--- src/rtl/if_stage_pkg.sv ---
// Shared types and constants for the instruction-fetch stage.
package if_stage_pkg;

  localparam logic RST_ENABLE = 1'b1;
  localparam int unsigned INST_ADDR_W = 32;
  localparam int unsigned INST_W = 32;
  localparam logic [INST_W-1:0] ZERO_WORD = '0;
  localparam int unsigned IF_PC_STEP = 4;

  typedef enum logic [1:0] {
    IF_ST_IDLE  = 2'b00,
    IF_ST_FETCH = 2'b01,
    IF_ST_HOLD  = 2'b10
  } if_state_e;

  function automatic logic [INST_ADDR_W-1:0] word_align(input logic [INST_ADDR_W-1:0] a);
    return {a[INST_ADDR_W-1:2], 2'b00};
  endfunction

endpackage

--- src/rtl/if_stage_inst_buf.sv ---
// One-entry holding buffer for an instruction returned while decode is stalled.
module if_inst_buf
  import if_stage_pkg::*;
(
  input  logic                   clk,
  input  logic                   rst,
  input  logic                   load,
  input  logic                   clear,
  input  logic [INST_W-1:0]      inst_i,
  input  logic [INST_ADDR_W-1:0] pc_i,
  output logic                   valid_o,
  output logic [INST_W-1:0]      inst_o,
  output logic [INST_ADDR_W-1:0] pc_o
);

  always_ff @(posedge clk) begin
    if (rst == RST_ENABLE) begin
      valid_o <= 1'b0;
      inst_o  <= ZERO_WORD;
      pc_o    <= '0;
    end else if (clear) begin
      valid_o <= 1'b0;
    end else if (load) begin
      valid_o <= 1'b1;
      inst_o  <= inst_i;
      pc_o    <= pc_i;
    end
  end

endmodule

--- src/rtl/if_stage.sv ---
// Instruction-fetch stage: PC, req/ack memory handshake, stall buffering, redirect.
// Performance counters are built only when IF_PERF_CNT_EN is defined.
module if_stage
  import if_stage_pkg::*;
#(
  parameter logic [31:0] RESET_PC = 32'h0000_0000,
  parameter int unsigned PC_STEP  = IF_PC_STEP
) (
  input  logic        clk,
  input  logic        rst,
  input  logic        stall_i,
  input  logic        redirect_i,
  input  logic [31:0] redirect_pc_i,
  output logic        rom_req_o,
  output logic [31:0] rom_addr_o,
  input  logic        rom_ack_i,
  input  logic [31:0] rom_data_i,
  output logic [31:0] id_pc_o,
  output logic [31:0] id_inst_o,
  output logic [31:0] fetch_cnt_o,
  output logic [31:0] bubble_cnt_o
);

  localparam logic [31:0] STEP = 32'(PC_STEP);

  if_state_e   state_q, state_d;
  logic [31:0] pc_q;
  logic        in_fetch, in_hold;
  logic        take_redirect, deliver_rom, park_rom, bubble, deliver_buf;
  logic        buf_valid;
  logic [31:0] buf_inst, buf_pc;

  always_ff @(posedge clk) begin
    if (rst == RST_ENABLE) state_q <= IF_ST_IDLE;
    else                   state_q <= state_d;
  end

  always_comb begin
    state_d = IF_ST_IDLE;
    unique case (state_q)
      IF_ST_IDLE:  state_d = IF_ST_FETCH;
      IF_ST_FETCH: state_d = (!redirect_i && rom_ack_i && stall_i) ? IF_ST_HOLD : IF_ST_FETCH;
      IF_ST_HOLD:  state_d = (redirect_i || !stall_i) ? IF_ST_FETCH : IF_ST_HOLD;
      default:     state_d = IF_ST_IDLE;
    endcase
  end

  // Priority of the fetch/hold rules is folded into mutually exclusive strobes.
  always_comb begin
    in_fetch      = (state_q == IF_ST_FETCH);
    in_hold       = (state_q == IF_ST_HOLD);
    rom_req_o     = in_fetch;
    take_redirect = (in_fetch || in_hold) && redirect_i;
    deliver_rom   = in_fetch && !redirect_i && rom_ack_i && !stall_i;
    park_rom      = in_fetch && !redirect_i && rom_ack_i && stall_i;
    bubble        = in_fetch && !redirect_i && !rom_ack_i && !stall_i;
    deliver_buf   = in_hold && !redirect_i && !stall_i;
  end

  assign rom_addr_o = pc_q;

  always_ff @(posedge clk) begin
    if (rst == RST_ENABLE) begin
      pc_q      <= word_align(RESET_PC);
      id_pc_o   <= ZERO_WORD;
      id_inst_o <= ZERO_WORD;
    end else if (take_redirect) begin
      pc_q      <= word_align(redirect_pc_i);
      id_pc_o   <= ZERO_WORD;
      id_inst_o <= ZERO_WORD;
    end else if (deliver_rom) begin
      id_inst_o <= rom_data_i;
      id_pc_o   <= pc_q;
      pc_q      <= pc_q + STEP;
    end else if (park_rom) begin
      pc_q      <= pc_q + STEP;
    end else if (bubble) begin
      id_inst_o <= ZERO_WORD;
      id_pc_o   <= pc_q;
    end else if (deliver_buf) begin
      id_inst_o <= buf_valid ? buf_inst : ZERO_WORD;
      id_pc_o   <= buf_pc;
    end
  end

  if_inst_buf u_buf (
    .clk     (clk),
    .rst     (rst),
    .load    (park_rom),
    .clear   (take_redirect || deliver_buf),
    .inst_i  (rom_data_i),
    .pc_i    (pc_q),
    .valid_o (buf_valid),
    .inst_o  (buf_inst),
    .pc_o    (buf_pc)
  );

`ifdef IF_PERF_CNT_EN
  logic [31:0] fetch_cnt_q, bubble_cnt_q;

  always_ff @(posedge clk) begin
    if (rst == RST_ENABLE) begin
      fetch_cnt_q  <= '0;
      bubble_cnt_q <= '0;
    end else begin
      if ((deliver_rom || deliver_buf) && fetch_cnt_q != '1) fetch_cnt_q <= fetch_cnt_q + 32'd1;
      if (bubble && bubble_cnt_q != '1) bubble_cnt_q <= bubble_cnt_q + 32'd1;
    end
  end

  assign fetch_cnt_o  = fetch_cnt_q;
  assign bubble_cnt_o = bubble_cnt_q;
`else
  assign fetch_cnt_o  = ZERO_WORD;
  assign bubble_cnt_o = ZERO_WORD;
`endif

endmodule

--- config.mk ---
export PLATFORM = sky130hd
export DESIGN_NAME = if_stage
export DESIGN_NICKNAME = d
export VERILOG_FILES = /design/src/rtl/if_stage_pkg.sv /design/src/rtl/if_stage_inst_buf.sv /design/src/rtl/if_stage.sv
export SDC_FILE = /design/constraint.sdc
export NUM_CORES = 1
export LEC_CHECK = 0
export ABC_AREA = 0
export BUFFER_PORTS_ARGS = -buffer_cell sky130_fd_sc_hd__buf_2
export CAP_MARGIN = 20
export CORE_UTILIZATION = 52
export DETAILED_ROUTE_END_ITERATION = 10
export PLACE_DENSITY = 0.91
export REMOVE_ABC_BUFFERS = 1
export SLEW_MARGIN = 25
export SYNTH_ARGS = -nofsm -noshare
export SYNTH_HDL_FRONTEND = slang
export SYNTH_SLANG_ARGS = --single-unit
--- constraint.sdc ---
create_clock -name clk -period 2.25 [get_ports clk]
set_input_delay 0.225 -clock clk [delete_from_list [all_inputs] [get_ports clk]]
set_output_delay 0.225 -clock clk [all_outputs]
set_load 0.03 [all_outputs]
==> results by group <==
Worst setup path
  – CP Class: flip-flop to flip-flop
  – CP arrival: about 2.5 ns
  – Crit path max fanout: 7
  – Critical path capture point type: flip-flop
  – Crit path launch type: flip-flop
  – CP required: between 2 and 3 ns

Run status
  – Run status: completed

Yosys
  – Largest family of logic cells by synthesized area: simple AND/OR/NAND/NOR gates
  – Compound-Gate Fraction of Synth Area: approximately a fifth
  – Post-synthesis xor/xnor area fraction: 0.946%
  – Ys async rst share: 0%
  – Cell Area, Synth: 7410 um2
  – Synthesized instance count: about 930
  – Synthesis warning total: 0
  – Simple-gate share of the synthesized area: between 20% and 30%
  – Synth Area in Adders: less than 1%
  – Number of enable flip-flop cells after synthesis: 0
  – FF+latch count, synth: about 160
  – Average size of a mapped cell: roughly 8 um2
  – Post-synthesis sequential area ratio: between 40% and 50%
  – Ys flop type: dfxtp_1
  – Post-synthesis mux area share: less than 1%
  – Post-synth cell types: between 50 and 60

Final layout
  – Reg area: between 3000 and 4000 um2
  – Fin cells: 1,258
  – Area Growth Syn to Fin: 18.5%
  – Fillers: ~1,200
  – Layout cells sized above 1: approximately 22%
  – Area of the multi-input gates: 3610 um2
  – Nets: around 1,100

Pwr
  – Power Density: 784 nW/um2
  – Worst vdd ir: about 530 uV
  – Pleak: approximately 3.4 nW

Clocking
  – Clk pin slew, worst setup/hold paths: approximately 0.060 ns
  – Post-CTS Repair Setup Buffers: 0
  – Clock sinks: 157
  – Hold-fix buffers, CTS: 0
  – Clk_lat worst skew: roughly 0.43 ns
  – CTS Buf Count: 17
  – CTS tree: done
  – Resized Gates After CTS: 0
  – Clock Tree Buf Depth: 2
  – H-tree levels: 4
  – Root Driver: clkbuf_16

Floorplan
  – IO Count: 230
  – Die Ht: around 120 um
  – Die area: approximately 15,000 um2
  – Initial core utilization: between 50% and 60%
  – Num rows: 43
  – Die Wd: approximately 120 um
  – Core area: between 10,000 and 15,000 um2

Drt
  – WL per Instance: around 16 um
  – Antenna violation net count after detailed routing: 0
  – 1st-iter DRT viols: between 500 and 600
  – Via count: 7,065
  – Drt drc: 0
  – Vias per Instance: 5.62
  – Pre-Repair DR Iteration Count: 6
  – Detailed Route WL: a little under 20,000 um

Place
  – Routability cong.: 0.870
  – Placed insts: roughly 1,200
  – Post-Place Setup Slack: 0.161 ns
  – Port Buf Inserts: around 160
  – Dpl hpwl: roughly 13,000 um

Timing
  – Minimum clock period: 2.12 ns
  – RSZ-0062 raised after global routing: false
  – Final hold vios: 0
  – Max-Slew Margin vs Limit: approximately three fifths
  – Final period util: a little over nine tenths
  – Final setup violation count: 0
  – Slew @ Worst Pin: 0.616 ns
  – Max Clock Skew: between 0.009 and 0.01 ns
  – Final worst setup slack: approximately 0.13 ns
  – Fin Setup TNS: 0 ns
  – Fmax: about 470 MHz
  – Slew Viols, Final: 0

Global routing
  – Tot GR Track Use: between 20% and 30%
  – Grt total ovfl: 0
  – Number of global-route vias before repair: around 6,000
  – Initial antenna violation count: 0
  – Largest net degree at the start of global routing: 47
  – First-pass GRT wire length: 30,900 um

Run
  – Max_cap viols: 0

Min path
  – Hold Crit Class: input port to flip-flop
## Yosys cell counts, drive strengths merged, types with 2 or more instances
cell	number	share of area (%)
a21oi	75	5.1
a32oi	33	3.9
and2	2	0.17
a211oi	38	3.9
nor2	78	4.0
inv	10	0.51
nand4b	2	0.24
nor3	16	1.1
dfxtp	157	42
xnor2	6	0.71
or2	2	0.17
nand4	9	0.76
and3	5	0.42
nand3	21	1.7
buf	85	8.7
nand2	207	10
o21a	2	0.20
and4	9	1.1
a311oi	34	4.0
clkbuf	66	3.3
o31a	3	0.35
nand3b	3	0.47
or3	3	0.25
a31oi	5	0.42
nor4	12	1.0
a21o	2	0.20
ha	5	0.84
xor2	2	0.24
or4	4	0.46
o21ai	20	1.4
## per-layer routing
layer  global-route usage (%)  routed length, um
met1                     33.7               8100
met2                     44.1               9410
met3                     5.78               1630
met4                     9.72                400
met5                        0                  0
## cell usage in the layout, fill, tap and decap left out, types with 10 or more instances in the layout
| cell | netlist | layout |
|---|---|---|
| buf_4 | 70 | 33 |
| conb_1 | 1 | 68 |
| a211oi_1 | 38 | 38 |
| a311oi_1 | 34 | 34 |
| dfxtp_1 | 157 | 157 |
| inv_1 | 10 | 10 |
| a21oi_1 | 75 | 75 |
| o21ai_0 | 20 | 20 |
| a32oi_1 | 33 | 33 |
| nor3_1 | 16 | 16 |
| buf_2 | 3 | 159 |
| nor4_1 | 12 | 12 |
| nand2_1 | 207 | 205 |
| nand3_1 | 19 | 18 |
| clkbuf_16 | 0 | 17 |
| nor2_1 | 78 | 77 |
## registers in the layout, summed over array words and instances, names as in the netlist
name           cells
rom_addr_o        30
u_buf.pc_o        30
u_buf.inst_o      32
state_q            2
u_buf.valid_o      1
id_inst_o         32
id_pc_o           30
## metrics by stage
step | utilization (%) | cell area [um2] | total power (W) | hold WS, ns
global placement | 58.9 | 8180 | 0.00403 | 0.442
global route | 63.2 | 8770 | 0.00714 | 0.0416
floorplan | - | 6770 | 0.00369 | 0.294
finish | 63.2 | 8780 | 0.00688 | 0.0474
detailed placement | 58.9 | 8180 | 0.00405 | 0.447
CTS | 63.2 | 8770 | 0.00692 | 0.0307
## critical path: stages (launching register included)
cell	delay, ns
dfxtp_1	0.33
inv_1	0.08
ha_1	0.34
nand3b_4	0.14
or4_4	0.58
or4_1	0.42
a31oi_1	0.17
## path summary, 6_finish.rpt
| check | startpoint | to | slack [ns] | cells past startpoint |
|---|---|---|---|---|
| min | rom_data_i[3] | u_buf.inst_o[3] | 0.05 | 3 |
| max reg2reg | state_q[1] | rom_addr_o[17] | 0.13 | 6 |
| min reg2reg | u_buf.pc_o[19] | u_buf.pc_o[19] | 0.45 | 2 |
| max | state_q[1] | rom_addr_o[17] | 0.13 | 6 |
## layout make-up
class                   count  share of cell area (%)
multi-input cells         680                    41.1
flip-flops and latches    157                    35.8
repair buffers            198                    13.3
clock buffers              23                    5.56
well taps                 180                    2.57
clock inverters             9                    1.25
inverters                  10                   0.428
diodes                      1                  0.0285
## cell families after synthesis
logic type / after synthesis
buffers and inverters: 161
and+or+nand+nor: 379
AOI/OAI and AO/OA: 219
DFF: 157
adders and majority gates: 5
other: 1
muxes: 1
xor gates and xnor gates: 8
## report_power, final
part,internal (W),switching [W]
Clock,0.00175,0.00112
Combinational,0.000282,0.000721
Sequential,0.00289,0.000114
Total,0.00492,0.00196
(Power assumes the default switching activity.)
